## src/rtl/led_strip_driver.sv

```systemverilog
// -----------------------------------------------------------------------------
// led_strip_driver
//   WS2812-style single-wire LED strip transmitter. Requests colours from a
//   pattern generator one LED at a time, keeps one prefetched colour word in a
//   shadow buffer, and serializes each LED as GRB, MSB first, with per-bit
//   high/low timing. Each frame ends with a latch low period, then repeats.
//
// Ports
//   clk_in            system clock
//   rst_in            synchronous active-high reset
//   next_led_request  index of the LED whose colour is being requested
//   red_in/green_in/blue_in  colour channels from the pattern generator
//   color_valid       colours are valid for the current next_led_request
//   strip_data_out    serial line to the strip
//   frame_done        one-cycle pulse when the final bit of the frame completes
//   stalled           high while the shifter waits for a colour
// -----------------------------------------------------------------------------
module led_strip_driver #(
    parameter int unsigned NUM_LEDS     = 20,
    parameter int unsigned COLOR_WIDTH  = 8,
    parameter int unsigned T0H_CYCLES   = 40,
    parameter int unsigned T0L_CYCLES   = 85,
    parameter int unsigned T1H_CYCLES   = 80,
    parameter int unsigned T1L_CYCLES   = 45,
    parameter int unsigned RESET_CYCLES = 8000,
    localparam int unsigned CounterWidth = $clog2(NUM_LEDS)
) (
    input  logic                    clk_in,
    input  logic                    rst_in,
    output logic [CounterWidth-1:0] next_led_request,
    input  logic [COLOR_WIDTH-1:0]  red_in,
    input  logic [COLOR_WIDTH-1:0]  green_in,
    input  logic [COLOR_WIDTH-1:0]  blue_in,
    input  logic                    color_valid,
    output logic                    strip_data_out,
    output logic                    frame_done,
    output logic                    stalled
);

    localparam int unsigned BitsPerLed  = 3 * COLOR_WIDTH;
    localparam int unsigned BitCntWidth = $clog2(BitsPerLed);

    // Phase counter covers the longest of the latch period and all bit phases.
    localparam int unsigned Max0      = (T0H_CYCLES > T0L_CYCLES) ? T0H_CYCLES : T0L_CYCLES;
    localparam int unsigned Max1      = (T1H_CYCLES > T1L_CYCLES) ? T1H_CYCLES : T1L_CYCLES;
    localparam int unsigned MaxBit    = (Max0 > Max1) ? Max0 : Max1;
    localparam int unsigned MaxCycles = (RESET_CYCLES > MaxBit) ? RESET_CYCLES : MaxBit;
    localparam int unsigned PhaseWidth = $clog2(MaxCycles + 1);

    // Terminal phase values. The *_EARLY values end the LOW of an LED's last
    // bit one cycle sooner so the LOAD cycle fits inside the bit period
    // (T0L/T1L must therefore be at least 2).
    localparam logic [PhaseWidth-1:0] ResetEnd = PhaseWidth'(RESET_CYCLES - 1);
    localparam logic [PhaseWidth-1:0] T0hEnd   = PhaseWidth'(T0H_CYCLES - 1);
    localparam logic [PhaseWidth-1:0] T1hEnd   = PhaseWidth'(T1H_CYCLES - 1);
    localparam logic [PhaseWidth-1:0] T0lEnd   = PhaseWidth'(T0L_CYCLES - 1);
    localparam logic [PhaseWidth-1:0] T1lEnd   = PhaseWidth'(T1L_CYCLES - 1);
    localparam logic [PhaseWidth-1:0] T0lEarly = PhaseWidth'(T0L_CYCLES - 2);
    localparam logic [PhaseWidth-1:0] T1lEarly = PhaseWidth'(T1L_CYCLES - 2);

    localparam logic [BitCntWidth-1:0]  LastBit = BitCntWidth'(BitsPerLed - 1);
    localparam logic [CounterWidth-1:0] LastLed = CounterWidth'(NUM_LEDS - 1);

    typedef enum logic [1:0] {
        ST_LATCH,
        ST_LOAD,
        ST_HIGH,
        ST_LOW
    } state_t;

    state_t                    state_q,     state_d;
    logic [PhaseWidth-1:0]     phase_q,     phase_d;
    logic [BitsPerLed-1:0]     shift_q,     shift_d;
    logic [BitCntWidth-1:0]    bit_cnt_q,   bit_cnt_d;
    logic [CounterWidth-1:0]   led_cnt_q,   led_cnt_d;

    logic [BitsPerLed-1:0]     shadow_q,    shadow_d;
    logic                      full_q,      full_d;
    logic [CounterWidth-1:0]   req_q,       req_d;

    logic                      data_q,      data_d;
    logic                      frame_done_q, frame_done_d;
    logic                      stalled_q,   stalled_d;

    logic                      load;
    logic                      frame_end;
    logic                      cur_bit;
    logic [PhaseWidth-1:0]     high_end;
    logic [PhaseWidth-1:0]     low_end;
    logic [PhaseWidth-1:0]     low_end_early;

    // State and datapath registers.
    always_ff @(posedge clk_in) begin
        if (rst_in) begin
            state_q      <= ST_LATCH;
            phase_q      <= '0;
            shift_q      <= '0;
            bit_cnt_q    <= '0;
            led_cnt_q    <= '0;
            shadow_q     <= '0;
            full_q       <= 1'b0;
            req_q        <= '0;
            data_q       <= 1'b0;
            frame_done_q <= 1'b0;
            stalled_q    <= 1'b0;
        end else begin
            state_q      <= state_d;
            phase_q      <= phase_d;
            shift_q      <= shift_d;
            bit_cnt_q    <= bit_cnt_d;
            led_cnt_q    <= led_cnt_d;
            shadow_q     <= shadow_d;
            full_q       <= full_d;
            req_q        <= req_d;
            data_q       <= data_d;
            frame_done_q <= frame_done_d;
            stalled_q    <= stalled_d;
        end
    end

    // Bit timing FSM.
    always_comb begin
        state_d   = state_q;
        phase_d   = phase_q;
        shift_d   = shift_q;
        bit_cnt_d = bit_cnt_q;
        led_cnt_d = led_cnt_q;
        load      = 1'b0;
        frame_end = 1'b0;

        cur_bit       = shift_q[BitsPerLed-1];
        high_end      = cur_bit ? T1hEnd   : T0hEnd;
        low_end       = cur_bit ? T1lEnd   : T0lEnd;
        low_end_early = cur_bit ? T1lEarly : T0lEarly;

        unique case (state_q)
            ST_LATCH: begin
                if (phase_q == ResetEnd) begin
                    state_d = ST_LOAD;
                    phase_d = '0;
                end else begin
                    phase_d = phase_q + PhaseWidth'(1);
                end
            end

            ST_LOAD: begin
                // Stay here (line low, stalled) until the shadow holds a word.
                if (full_q) begin
                    load      = 1'b1;
                    shift_d   = shadow_q;
                    bit_cnt_d = '0;
                    phase_d   = '0;
                    state_d   = ST_HIGH;
                end
            end

            ST_HIGH: begin
                if (phase_q == high_end) begin
                    state_d = ST_LOW;
                    phase_d = '0;
                end else begin
                    phase_d = phase_q + PhaseWidth'(1);
                end
            end

            ST_LOW: begin
                if (bit_cnt_q != LastBit) begin
                    if (phase_q == low_end) begin
                        shift_d   = {shift_q[BitsPerLed-2:0], 1'b0};
                        bit_cnt_d = bit_cnt_q + BitCntWidth'(1);
                        phase_d   = '0;
                        state_d   = ST_HIGH;
                    end else begin
                        phase_d = phase_q + PhaseWidth'(1);
                    end
                end else if (led_cnt_q != LastLed) begin
                    if (phase_q == low_end_early) begin
                        led_cnt_d = led_cnt_q + CounterWidth'(1);
                        phase_d   = '0;
                        state_d   = ST_LOAD;
                    end else begin
                        phase_d = phase_q + PhaseWidth'(1);
                    end
                end else begin
                    if (phase_q == low_end) begin
                        frame_end = 1'b1;
                        led_cnt_d = '0;
                        phase_d   = '0;
                        state_d   = ST_LATCH;
                    end else begin
                        phase_d = phase_q + PhaseWidth'(1);
                    end
                end
            end

            default: begin
                state_d = ST_LATCH;
                phase_d = '0;
            end
        endcase
    end

    // Shadow buffer and request index. Load only happens when full and
    // capture only when empty, so the two never coincide.
    always_comb begin
        shadow_d = shadow_q;
        full_d   = full_q;
        req_d    = req_q;

        if (load) begin
            full_d = 1'b0;
            req_d  = (req_q == LastLed) ? '0 : req_q + CounterWidth'(1);
        end else if (color_valid && !full_q) begin
            full_d   = 1'b1;
            shadow_d = {green_in, red_in, blue_in};
        end
    end

    // Outputs are registered from next-state values so they line up with the
    // state they describe.
    always_comb begin
        data_d       = (state_d == ST_HIGH);
        stalled_d    = (state_d == ST_LOAD) && !full_d;
        frame_done_d = frame_end;
    end

    assign next_led_request = req_q;
    assign strip_data_out   = data_q;
    assign frame_done       = frame_done_q;
    assign stalled          = stalled_q;

endmodule

```

## config.mk

```make
export PLATFORM = sky130hd
export DESIGN_NAME = led_strip_driver
export DESIGN_NICKNAME = d
export VERILOG_FILES = /design/src/rtl/led_strip_driver.sv
export SDC_FILE = /design/constraint.sdc
export NUM_CORES = 1
export LEC_CHECK = 0
export BUFFER_PORTS_ARGS = -buffer_cell sky130_fd_sc_hd__buf_2
export CORE_ASPECT_RATIO = 0.9
export CORE_MARGIN = 2
export CORE_UTILIZATION = 50
export DETAILED_ROUTE_END_ITERATION = 6
export GPL_TIMING_DRIVEN = 0
export PLACE_DENSITY = 0.69
export REMOVE_ABC_BUFFERS = 1
export SLEW_MARGIN = 30
export SYNTH_ARGS = -nofsm -noshare
export SYNTH_HDL_FRONTEND = slang
export SYNTH_SLANG_ARGS = --single-unit
```

## constraint.sdc

```tcl
create_clock -name clk_in -period 3.5 [get_ports clk_in]
set_input_delay 0.7 -clock clk_in [delete_from_list [all_inputs] [get_ports clk_in]]
set_output_delay 0.7 -clock clk_in [all_outputs]
set_load 0.01 [all_outputs]
```

# == After elaboration in Yosys (flattened, before gate mapping) ==
# Cells that the tools add are included.
# word_totals
input_bits,27
ramBits,0
reg_bits,82
wordCells,82
romBits,0
latch_bits,0
memories,0
output_inout_bits,8
# classes
shift,0
n_eq_ne,16
muxes,37
addsub,4
div_mod_pow,0
n_mul,0
reduce_logical,11
order_cmp,0
bitwise_logic,3
# ops
op,n
13-bit 2-to-1 mux,7
24-bit 2-to-1 mux,3
13-bit one-hot mux with 4 select lines,1
24-bit one-hot mux with 2 select lines,1
13-bit by 7-bit equality test with 1-bit output,3
5-bit 2-to-1 mux,7
7-bit 2-to-1 mux,3
2-bit 2-to-1 mux,8
"5-bit by 1-bit adder with 5-bit output, second input constant",3
"13-bit by 1-bit adder with 13-bit output, second input constant",1
"13-bit equality test, second input constant",1
"5-bit inequality test, second input constant",2
5-bit one-hot mux with 2 select lines,1
2-bit one-hot mux with 4 select lines,1
4-bit AND reduction,2
"2-bit equality test, second input constant",3
"2-bit inequality test, second input constant",3
"5-bit equality test, second input constant",1
1-bit 2-to-1 mux,5
"2-bit by 1-bit equality test with 1-bit output, second input constant",2
2-bit nonzero test,2
4-bit OR reduction,1
1-bit inverter,3
1-bit logical AND,2
4 further kinds,5

# == Depth between registers and ports, before layout ==
# logic_depth
ltp_word,8
mapped_depth,9

# == Worst setup path after synthesis ==
# Ideal clock, no wire load.
# synth_timing
kind,register -> register
start,register led_cnt_q[0]
end,register led_cnt_q[3]
path_slack_ns,1.028
synth_period_minus_slack_ns,2.472
required_time_ns,3.429
setup_time_ns,0.071
t_arrival_ns,2.402
stages_incl_launch_ff,8
path_cell_list,dfxtp_1 > ha_1 > nor4bb_1 > mux2_2 > or4_1 > buf_2 > or3_1 > a21oi_1
# synth_between
elab_chain_cells,3
word_cells_on_any_way,7
cone_classes,add/sub: 1; eq/ne: 2; mux: 2; reduce/logical: 2
# synth_rtl
item,line,source
"start, declared",75,"logic [CounterWidth-1:0] led_cnt_q, led_cnt_d;"
"start signal, assigned",111,led_cnt_q <= led_cnt_d;
5-bit by 1-bit adder with 5-bit output or 5-bit inequality test (tied branches),"178, 176",
5-bit 2-to-1 mux (tied with other cells),177,if (phase_q == low_end_early) begin
5-bit 2-to-1 mux or 4-bit AND reduction (tied branches),-,
# Parallel ways exist; a longest one is shown, timed or not. The select of a mux whose other input is x is not followed.
# A chain may end at the register's enable or synchronous reset.

# == Final worst setup path ==
# layout_timing
start,register phase_q[8]
end,register shift_q[18]
# layout_between
elab_chain_cells,3
# layout_rtl
item,line,source
"start, declared",72,"logic [PhaseWidth-1:0] phase_q, phase_d;"
"start signal, assigned",108,phase_q <= phase_d;
13-bit by 7-bit equality test with 1-bit output,168,if (phase_q == low_end) begin
2-bit inequality test (no line),-,
4-bit AND reduction (no line),-,
"end signal, assigned",109,shift_q <= shift_d;
"end, declared",73,"logic [BitsPerLed-1:0] shift_q, shift_d;"
# Every way passes these cells.

==> metrics.md <==
| Metric | Value |
|---|---|
| DR DRC count | 0 |
| Hold buffers post-CTS | 0 |
| IO Pins | 35 |
| Number of diodes | 0 |
| P&R area growth vs syn | 11.6% |
| Postcts setup bufs | 0 |
| Worst Setup Path Type | reg -> reg |
| DR vias/cell | 5.36 |
| Netlist Area Pre-Place | between 3000 and 4000 um2 |
| Ys async rst share | 0 |
| Initial DRC count | 80 |
| Internal power | 1.49 mW |
| Total Power | 1.90 mW |
| CP cell instances | or4_1 > or4b_1 > nor4_1 > o21a_4 > buf_12 > nor2_1 > a311oi_2 |
| Post-synthesis sequential area ratio | 0.434 |
| Placed Area | 3960 um2 |
| Post-cts sizing count | 0 |
| Relative slew slack | 0.412 |
| Ys Warns | 0 |
| DP Cell Count | 548 |
| Slowest-stage cell, CP | or4b_1 |
| First-pass GRT wire length | 12700 um |
| Worst reg2reg startpoint | phase_q[8] |
| Flop pwr share | 0.509 |
| Post-synth EDFFs | 0 |
| Sink Count | 82 |
| Main flop type after synthesis | dfxtp_1 |
| Fin Hold WS | about 0.46 ns |
| Avg Cell Area, Syn | 8.46 um2 |
| Worst hold-check path type | reg -> reg |
| Rows | 30 |
| Post-route cell area | 4220 um2 |
| Yosys top cell area share | 0.434 |
| H-Tree Level Count | 3 |
| Vias | 3021 |
| Share of layout cells above drive strength 1 | 0.192 |
| Min Tclk post-route | 2.91 ns |
| Clock slew at reported path FFs | 0.08 ns |
| Clock share of power | 0.439 |
| Grt ovf | 0 |
| Synth top area cells | dfxtp_1 43%, nand2_1 9.2%, a311oi_2 9.1%, nor2_1 5.5%, a21oi_1 4.4% |
| CP max FO | 42 |
| FF+latch count, synth | 82 |
| Total die area | between 8000 and 9000 um2 |
| Commonest cells post-synth | 93 x nand2_1, 82 x dfxtp_1, 55 x nor2_1 |
| Most common cell in the netlist | nand2_1 |
| Synth area leader | dfxtp_1 |
| Filler Cell Count | 736 |
| Fin cells | 564 |
| Number of routed nets with antenna violations | 0 |
| Cells after synthesis | approximately 450 |
| Peak VDD IR | roughly 0.28 mV |
| Yosys cell types | 45 |
| CTS tree | yes |
| Finished Core Util | 0.568 |
| Port Buffers | 34 |
| Routed WL per cell | between 10 and 15 um |
| Gp weighted congestion | 0.797 |
| Net Switching | 411 uW |
| P per Cell Area | 449 nW/um2 |
| Slew Viols, Final | 0 |
| LEAKAGE | 1.48 nW |
| Comb pwr share | 0.052 |
| Max-Cap Viols | 0 |
| Least-Margin Pin Slew | roughly 0.9 ns |
| Final worst path period share | 0.830 |
| HP Start | shadow_q[23] |
| Status | completed |
| CP Capture Type | flip-flop |
| Clk_lat worst skew | 0.35 ns |
| Global-route total usage across every layer | 0.191 |
| Crit path launch | phase_q[8] |
| Net Sw Frac | 0.217 |
| WL final | slightly above 7000 um |
| Initial core utilization | 0.509 |
| CP startpoint kind | flip-flop |
| Final HPWL DP | 4720 um |
| Post-route clock skew | 0.0109 ns |
| Crit path DAT | 3.16 ns |
| Largest net degree at the start of global routing | 69 |
| Vias in the first global route | 2909 |
| Count of final hold-check violations | 0 |
| 1st-pass router iterations | 4 |
| Core box area | 7430 um2 |
| Cts bufs inserted | 9 |
| Max Buffers Root-to-Sink | 2 |
| CTS root buf | clkbuf_8 |
| Die Span X | approximately 96 um |
| Req. time, crit path | 3.76 ns |
| Die H | 86.5 um |
| Endpoints failing setup | 0 |
| Max incr delay on CP | between 0.6 and 0.7 ns |
| Max Fclk | 0.344 GHz |
| Final #Nets | 495 |
| Initial antenna violation count | 0 |
| RSZ-0062 raised after global routing | no |
-- layout by cell type (no fill, tap or decap), types with 5 or more instances in the layout --
master / n
a21oi_1: 33
nand2_1: 93
mux2i_1: 6
xnor2_1: 7
nor2_1: 55
nand3_1: 26
a311oi_2: 23
ha_1: 5
inv_1: 5
dfxtp_1: 80
o21ai_0: 7
or3_1: 5
nand4_1: 5
buf_2: 33
xor2_1: 8
nor2b_1: 7
clkbuf_8: 10
-- sequential cells by signal, indices dropped and copies added, names as in the netlist --
signal / cells
bit_cnt_q: 5
frame_done: 1
shadow_q: 24
strip_data_out: 1
phase_q: 13
led_cnt_q: 5
full_q: 1
state_q: 2
next_led_request: 5
shift_q: 24
stalled: 1
-- power by group through the flow --
stage | registers (mW) | logic, mW | clock network [mW]
after CTS | 0.965 | 0.0989 | 0.855
final | 0.965 | 0.0981 | 0.833
after floorplan | 0.984 | 0.0558 | 0
after global placement | 0.986 | 0.0942 | 0
after detailed placement | 0.987 | 0.0987 | 0
after global routing | 0.969 | 0.112 | 0.893
-- cell families (layout without fill, tap and decap cells) --
logic type,after synthesis,after routing,share of synthesized area
multiplexers,7,7,0.0189
AO/OA/AOI/OAI,74,74,0.170
XOR/XNOR,15,15,0.0347
adder cells (fa/ha/maj),5,5,0.0165
buffers and inverters,36,57,0.0463
AND/OR/NAND/NOR,228,228,0.279
flip-flops,82,82,0.434
-- final timing paths --
path,to,slack (ns),cells after the start
max reg2reg,shift_q[18],0.59,7
min reg2reg,shadow_q[23],0.46,2
max,shift_q[18],0.59,7
min,shadow_q[23],0.46,2
-- metrics by stage --
| stage | setup TNS (ns) | setup slack [ns] |
|---|---|---|
| final | 0 | 0.593 |
| after global routing | 0 | 0.390 |
| after floorplan | -0.237 | -0.114 |
| after CTS | 0 | 0.563 |
| after detailed placement | 0 | 0.595 |
| after global placement | -13.21 | -0.579 |
-- critical path: cells and delay by family (launching register included) --
family	cells	cell delay, ns
AND/OR/NAND/NOR	4	1.66
AO/OA/AOI/OAI	2	0.53
flip-flops	1	0.37
buffers and inverters	1	0.26
-- layout make-up --
| cell class | instances | area, um2 | area share |
|---|---|---|---|
| Clock buffer | 10 | 138 | 0.0326 |
| Clock inverter | 6 | 113 | 0.0267 |
| Inverter | 5 | 18.8 | 0.00445 |
| Multi-Input combinational cell | 329 | 1980 | 0.470 |
| Sequential cell | 82 | 1640 | 0.390 |
| Tap cell | 96 | 120 | 0.0285 |
| Timing Repair Buffer | 36 | 204 | 0.0483 |
-- per-layer routing --
metal | part of all wire | wire, um | global-route usage | vias up
met2 | 0.48 | 3390 | 0.315 | 40
li1 | - | - | - | 1574
met5 | 0 | 0 | 0 | -
met1 | 0.48 | 3380 | 0.242 | 1394
met4 | 0.018 | 131 | 0.0805 | 0
met3 | 0.029 | 205 | 0.0417 | 13
Power figures use the tool's default switching activity.
